`src/rtl/aes_channel_arbiter.sv`:
```
// rtl/aes_channel_arbiter.sv - round-robin arbiter sharing one AES encryptor among NUM_CH channels
// A grant is taken in IDLE, the key/sync is handed over in LOAD_KEY, and the packet streams in STREAM.
module aes_channel_arbiter #(
    parameter int NUM_CH              = 4,
    parameter int DATA_WIDTH_IN_BYTES = 16,
    parameter int CH_ID_W             = $clog2(NUM_CH),
    localparam int W                  = 8 * DATA_WIDTH_IN_BYTES,
    localparam int CH_EMPTY_W         = $clog2(DATA_WIDTH_IN_BYTES)
) (
    input  logic                         clk,
    input  logic                         rst,

    input  logic [NUM_CH-1:0]            ch_key_valid,
    input  logic [NUM_CH*W-1:0]          ch_key,
    input  logic [NUM_CH*W-1:0]          ch_sync,
    output logic [NUM_CH-1:0]            ch_key_rdy,

    input  logic [NUM_CH-1:0]            ch_valid,
    input  logic [NUM_CH*W-1:0]          ch_data,
    input  logic [NUM_CH-1:0]            ch_sop,
    input  logic [NUM_CH-1:0]            ch_eop,
    input  logic [NUM_CH*CH_EMPTY_W-1:0] ch_empty,
    output logic [NUM_CH-1:0]            ch_rdy,

    output logic                         enc_key_valid,
    output logic [W-1:0]                 enc_key,
    output logic [W-1:0]                 enc_sync,
    input  logic                         enc_key_rdy,

    output logic                         enc_valid,
    output logic [W-1:0]                 enc_data,
    output logic                         enc_sop,
    output logic                         enc_eop,
    output logic [CH_EMPTY_W-1:0]        enc_empty,
    input  logic                         enc_rdy,

    output logic [CH_ID_W-1:0]           grant_id,
    output logic                         busy
);

    typedef enum logic [1:0] {
        IDLE     = 2'd0,
        LOAD_KEY = 2'd1,
        STREAM   = 2'd2
    } state_t;

    state_t               state;
    logic [CH_ID_W-1:0]   last_grant;
    logic [CH_ID_W-1:0]   rr_pick;
    logic                 eop_beat;

    // Search order starts just after the previous winner so every channel gets a turn.
    always_comb begin
        int  idx;
        logic found;
        rr_pick = '0;
        found   = 1'b0;
        idx     = 0;
        for (int k = 1; k <= NUM_CH; k++) begin
            idx = int'(last_grant) + k;
            if (idx >= NUM_CH) begin
                idx = idx - NUM_CH;
            end
            if (!found && ch_key_valid[idx[CH_ID_W-1:0]]) begin
                found   = 1'b1;
                rr_pick = idx[CH_ID_W-1:0];
            end
        end
    end

    assign eop_beat = ch_valid[grant_id] && enc_rdy && ch_eop[grant_id];

    always_ff @(posedge clk) begin
        if (rst) begin
            state      <= IDLE;
            grant_id   <= '0;
            last_grant <= CH_ID_W'(NUM_CH - 1);
            busy       <= 1'b0;
        end else begin
            case (state)
                IDLE: begin
                    if (|ch_key_valid) begin
                        grant_id <= rr_pick;
                        state    <= LOAD_KEY;
                        busy     <= 1'b1;
                    end
                end
                LOAD_KEY: begin
                    // The request line may drop here; the key stays offered until taken.
                    if (enc_key_rdy) begin
                        state <= STREAM;
                    end
                end
                STREAM: begin
                    if (eop_beat) begin
                        last_grant <= grant_id;
                        state      <= IDLE;
                        busy       <= 1'b0;
                    end
                end
                default: begin
                    state <= IDLE;
                    busy  <= 1'b0;
                end
            endcase
        end
    end

    assign enc_key_valid = (state == LOAD_KEY);
    assign enc_key       = ch_key[int'(grant_id) * W +: W];
    assign enc_sync      = ch_sync[int'(grant_id) * W +: W];

    assign enc_valid     = (state == STREAM) && ch_valid[grant_id];
    assign enc_data      = ch_data[int'(grant_id) * W +: W];
    assign enc_sop       = ch_sop[grant_id];
    assign enc_eop       = ch_eop[grant_id];
    assign enc_empty     = ch_empty[int'(grant_id) * CH_EMPTY_W +: CH_EMPTY_W];

    always_comb begin
        ch_key_rdy = '0;
        ch_rdy     = '0;
        if (state == LOAD_KEY && enc_key_rdy) begin
            ch_key_rdy[grant_id] = 1'b1;
        end
        if (state == STREAM) begin
            ch_rdy[grant_id] = enc_rdy;
        end
    end

endmodule
```
`config.mk`:
```
export PLATFORM = sky130hd
export DESIGN_NAME = aes_channel_arbiter
export DESIGN_NICKNAME = d
export VERILOG_FILES = /design/src/rtl/aes_channel_arbiter.sv
export SDC_FILE = /design/constraint.sdc
export NUM_CORES = 1
export LEC_CHECK = 0
export CAP_MARGIN = 20
export CORE_AREA = 5 5 772 774
export DETAILED_ROUTE_END_ITERATION = 10
export DIE_AREA = 0 0 777 779
export PLACE_DENSITY = 0.3
export SYNTH_ARGS = -nofsm -noshare
export SYNTH_HDL_FRONTEND = slang
export SYNTH_SLANG_ARGS = --single-unit
```
`constraint.sdc`:
```
create_clock -name clk -period 2.75 [get_ports clk]
set_clock_uncertainty 0.15 [all_clocks]
set_input_delay 0.275 -clock clk [delete_from_list [all_inputs] [get_ports clk]]
set_output_delay 0.275 -clock clk [all_outputs]
set_load 0.005 [all_outputs]
```
==> impl_metrics.prom <==
# TYPE chip_impl_metric gauge
chip_impl_metric{name="synth.ff_latch_count",unit=""} 7
chip_impl_metric{name="postSynth.asyncResetShare",unit=""} 0
chip_impl_info{name="reg2reg_from",value="grant_id[0]"} 1
chip_impl_info{name="failed_checks",value="setup timing"} 1
chip_impl_info{name="yosysTopAreaCell",value="mux4_2"} 1
chip_impl_info{name="grt-busiest-layer",value="met2"} 1
chip_impl_info{name="run_status",value="finished, violations left"} 1
chip_impl_info{name="worst-setup-path-type",value="reg -> out"} 1
chip_impl_metric{name="dr.first_iter.drc_count",unit=""} 1439
chip_impl_metric{name="initial_core_util",unit=""} 0.01647
chip_impl_metric{name="cts.hold.buffers_added",unit=""} 0
chip_impl_metric{name="via_per_inst",unit=""} 1.928
chip_impl_metric{name="die_height",unit="um"} 779
chip_impl_metric{name="number_of_standard_cells_after_synthesis",unit=""} 533
chip_impl_metric{name="synth-edff-count",unit=""} 0
chip_impl_info{name="crit-reg2reg-capture",value="last_grant[0]"} 1
chip_impl_metric{name="drt-pass1-iter-count",unit=""} 5
chip_impl_metric{name="min_period",unit="ns"} 2.774
chip_impl_info{name="end_kind",value="output port"} 1
chip_impl_info{name="cts_tree",value="done"} 1
chip_impl_info{name="yosys-top-cells-count",value="mux4_2 (391), buf_2 (47), buf_4 (23)"} 1
chip_impl_metric{name="max_cap_viol_count",unit=""} 0
chip_impl_metric{name="worst_slew_margin_rel",unit=""} 0.5756
chip_impl_metric{name="worst_r2r_path_depth",unit=""} 9
chip_impl_metric{name="ys_types",unit=""} 28
chip_impl_metric{name="leakage",unit="nW"} 12.40
chip_impl_metric{name="cts.clk_slew.worst_paths",unit="ns"} 0.08
chip_impl_info{name="critPathTopFamily",value="buffers and inverters"} 1
chip_impl_metric{name="final_design_area_no_fill",unit="um^2"} 42900
chip_impl_metric{name="min_path_cells",unit=""} 2
chip_impl_info{name="timing.hold.worst_endpoint",value="busy"} 1
chip_impl_metric{name="tns",unit="ns"} -0.04961
chip_impl_metric{name="r2r_setup_slack",unit="ns"} 0.27
chip_impl_metric{name="synth_top_cell_area_share",unit=""} 0.9088
chip_impl_metric{name="peakVddDrop",unit="uV"} 122.9
chip_impl_info{name="standard_cell_with_the_maximum_stage_delay_on_the_critical_path",value="mux4_2"} 1
chip_impl_info{name="grt_setup_unrepaired",value="yes"} 1
chip_impl_metric{name="cts_num_sinks",unit=""} 7
chip_impl_metric{name="post-route-worst-setup-slack",unit="ns"} -0.02441
chip_impl_info{name="critical-path-top-cell-by-count",value="buf_16"} 1
chip_impl_metric{name="core_area",unit="um^2"} 588200
chip_impl_metric{name="grtUsageTotal",unit=""} 0.1460
chip_impl_metric{name="worst_path_largest_cell_delay",unit="ns"} 0.58
chip_impl_metric{name="grt_antenna_before_repair",unit=""} 488
chip_impl_metric{name="via_count",unit=""} 20280
chip_impl_metric{name="powerDensity",unit="nW/um^2"} 291.6
chip_impl_metric{name="postSynthAreaPerCell",unit="um^2"} 18.18
chip_impl_metric{name="met2_usage",unit=""} 0.2374
chip_impl_metric{name="io_pins",unit=""} 1975
chip_impl_metric{name="globalplace.congestion",unit=""} 0.9926
chip_impl_metric{name="num_rows",unit=""} 282
chip_impl_metric{name="groute.layer.met1.usage",unit=""} 0.1535
chip_impl_metric{name="placedInstanceArea",unit="um^2"} 41100
chip_impl_metric{name="h_tree_level_count",unit=""} 1
chip_impl_metric{name="die_width",unit="um"} 777
chip_impl_metric{name="layout-drive-gt1-share",unit=""} 0.3339
chip_impl_metric{name="vias_in_the_first_global_route",unit=""} 20100
chip_impl_metric{name="grt_start_max_net_pins",unit=""} 65
chip_impl_info{name="hold_path_startpoint",value="busy"} 1
chip_impl_info{name="crit_chain",value="buf_16 -> buf_16 -> buf_16 -> buf_12 -> buf_6 -> mux4_2 -> buf_12"} 1
chip_impl_info{name="synthMostInstantiatedCell",value="mux4_2"} 1
chip_impl_metric{name="ys.warnings.count",unit=""} 0
chip_impl_metric{name="die-area",unit="um^2"} 605300
chip_impl_metric{name="grt_first_pass_wirelength",unit="um"} 506500
chip_impl_metric{name="postSynthNetCount",unit=""} 2105
chip_impl_metric{name="grt_overflow",unit=""} 0
chip_impl_metric{name="ys_seq_area_frac",unit=""} 0.01446
chip_impl_metric{name="layout.cells.non_filler",unit=""} 10520
chip_impl_metric{name="cp_num_cells",unit=""} 7
chip_impl_metric{name="max_freq",unit="MHz"} 360.4
chip_impl_metric{name="drc_errors",unit=""} 0
chip_impl_info{name="yosys_most_used_dff",value="dfxtp_1"} 1
chip_impl_metric{name="grt_util_met3",unit=""} 0.1060
chip_impl_info{name="startpoint_type",value="flip-flop"} 1
chip_impl_metric{name="port_buffers",unit=""} 1974
chip_impl_metric{name="final-hold-violation-count",unit=""} 0
chip_impl_metric{name="dp_hpwl",unit="um"} 442100
chip_impl_info{name="synth_top_cells_by_area",value="mux4_2 (91%), buf_2 (2.4%), buf_4 (1.8%), dfxtp_1 (1.4%), buf_1 (0.35%)"} 1
chip_impl_metric{name="critical_path.max_fanout",unit=""} 5
chip_impl_metric{name="drtAntennaViolNets",unit=""} 0
chip_impl_metric{name="syn_to_final_growth",unit="%"} 342.8
chip_impl_metric{name="cts_made_buffers",unit=""} 3
chip_impl_info{name="worst_hold_path_type",value="reg -> reg"} 1
chip_impl_metric{name="post_synth_instance_area",unit="um^2"} 9689
chip_impl_metric{name="fin_nets",unit=""} 4140
chip_impl_metric{name="number_of_inserted_filler_cells_in_the_final_layout",unit=""} 68400
chip_impl_metric{name="clock_insertion_delay_worst_skew",unit="ns"} 0.29
chip_impl_metric{name="worst-endpoint-arrival",unit="ns"} 2.35
chip_impl_info{name="cts_root_cell",value="clkbuf_16"} 1
chip_impl_metric{name="cp.buffers_inverters",unit=""} 6
chip_impl_metric{name="cts.path.max_buffers",unit=""} 2
chip_impl_metric{name="routed_wirelength",unit="um"} 462100
chip_impl_metric{name="timing.final.setup_violations",unit=""} 3
chip_impl_metric{name="required",unit="ns"} 2.33
chip_impl_metric{name="worst-slew-pin-transition",unit="ns"} 0.6346
chip_impl_metric{name="fin_crit_sh",unit=""} 1.009
chip_impl_metric{name="maxSlewViolCount",unit=""} 0
chip_impl_metric{name="drt-wirelength-per-cell",unit="um"} 43.93
chip_impl_metric{name="placed_cells_incl_taps",unit=""} 10300
-- cell type report --
type | instances | area, um^2 | area share
well taps | 7810 | 9772 | 0.2278
multi-input cells | 435 | 9069 | 0.2114
clock inverters | 1 | 5.005 | 0.0001167
inverters | 3 | 11.26 | 0.0002625
clock buffers | 3 | 75.07 | 0.001750
diodes | 143 | 357.8 | 0.008341
repair buffers | 2118 | 23460 | 0.5469
flip-flops and latches | 7 | 147.6 | 0.003441
-- flip-flops by register name, summed over array words and instances, names as in the netlist --
signal / flops
grant_id: 2
state: 2
busy: 1
last_grant: 2
-- placed cells by master (no fill, tap or decap), types with 2 or more instances in the layout --
cell,n
nor2_1,8
dfxtp_1,5
buf_16,23
buf_8,10
buf_4,154
dlygate4sd2_1,65
o21ai_0,3
buf_2,5
clkbuf_16,5
a211o_1,2
dfxtp_4,2
mux4_2,391
buf_12,220
o21a_1,3
dlymetal6s2s_1,7
clkdlybuf4s15_2,2
inv_1,3
nor3_1,2
clkdlybuf4s50_1,1586
a21oi_1,3
nand2_1,7
nand2b_1,3
diode_2,143
nor2b_1,2
buf_6,40
clkdlybuf4s15_1,4
-- worst min-delay path, cell delays in order, from the launching register on --
cell and delay, ns:
dfxtp_1 0.33, nand2_1 0.07, a31oi_1 0.08
-- cells by family after synthesis --
family | share of synthesized area
buffers and inverters | 0.05101
AOI/OAI and AO/OA | 0.01240
DFF | 0.01446
and+or+nand+nor | 0.01330
muxes | 0.9088
-- metal layers --
metal	share of wire	wire length, um	vias to the layer above
met5	0.0033	1514	-
met4	0.025	11390	230
met3	0.16	74540	872
met2	0.45	209500	2338
met1	0.36	165200	9872
li1	-	-	6972
-- through the flow --
stage | util | hold WS (ns) | setup WS, ns | power, mW
floorplan | - | 0.1941 | 0.8333 | 2.364
global placement | 0.06985 | 0.4363 | -0.6461 | 12.10
detailed placement | 0.06988 | 0.3803 | -0.1638 | 12.01
CTS | 0.07197 | 0.3902 | -0.1493 | 13.03
global route | 0.07259 | 0.4131 | -0.1148 | 13.29
finish | 0.07294 | 0.3906 | -0.02441 | 12.51
-- power by group --
part	switching (mW)	internal, mW	leakage (nW)
Clock	0.163	0.197	0.0418
Sequential	0.0126	0.110	0.0590
Combinational	6.06	5.97	12.3
Total	6.24	6.28	12.4
-- worst max path at each step --
stage / to / slack, ns / start
final: enc_key[56] / -0.02 / grant_id[0]
after global routing: enc_sync[78] / -0.11 / grant_id[0]
after CTS: enc_sync[30] / -0.15 / grant_id[0]
after detailed placement: enc_sync[47] / -0.16 / grant_id[0]
after global placement: grant_id[0] / -0.65 / ch_key_valid[1]
after floorplan: enc_sync[100] / 0.83 / grant_id[0]
-- timing repair --
action | CTS | global route
gates resized for setup | 197 | 26
setup buffers | 49 | 12
cloned | 11 | 2
pin swaps | 0 | 0
endpoints found under the setup margin | 245 | 130
No activity file was read; power rests on OpenSTA's default activity.
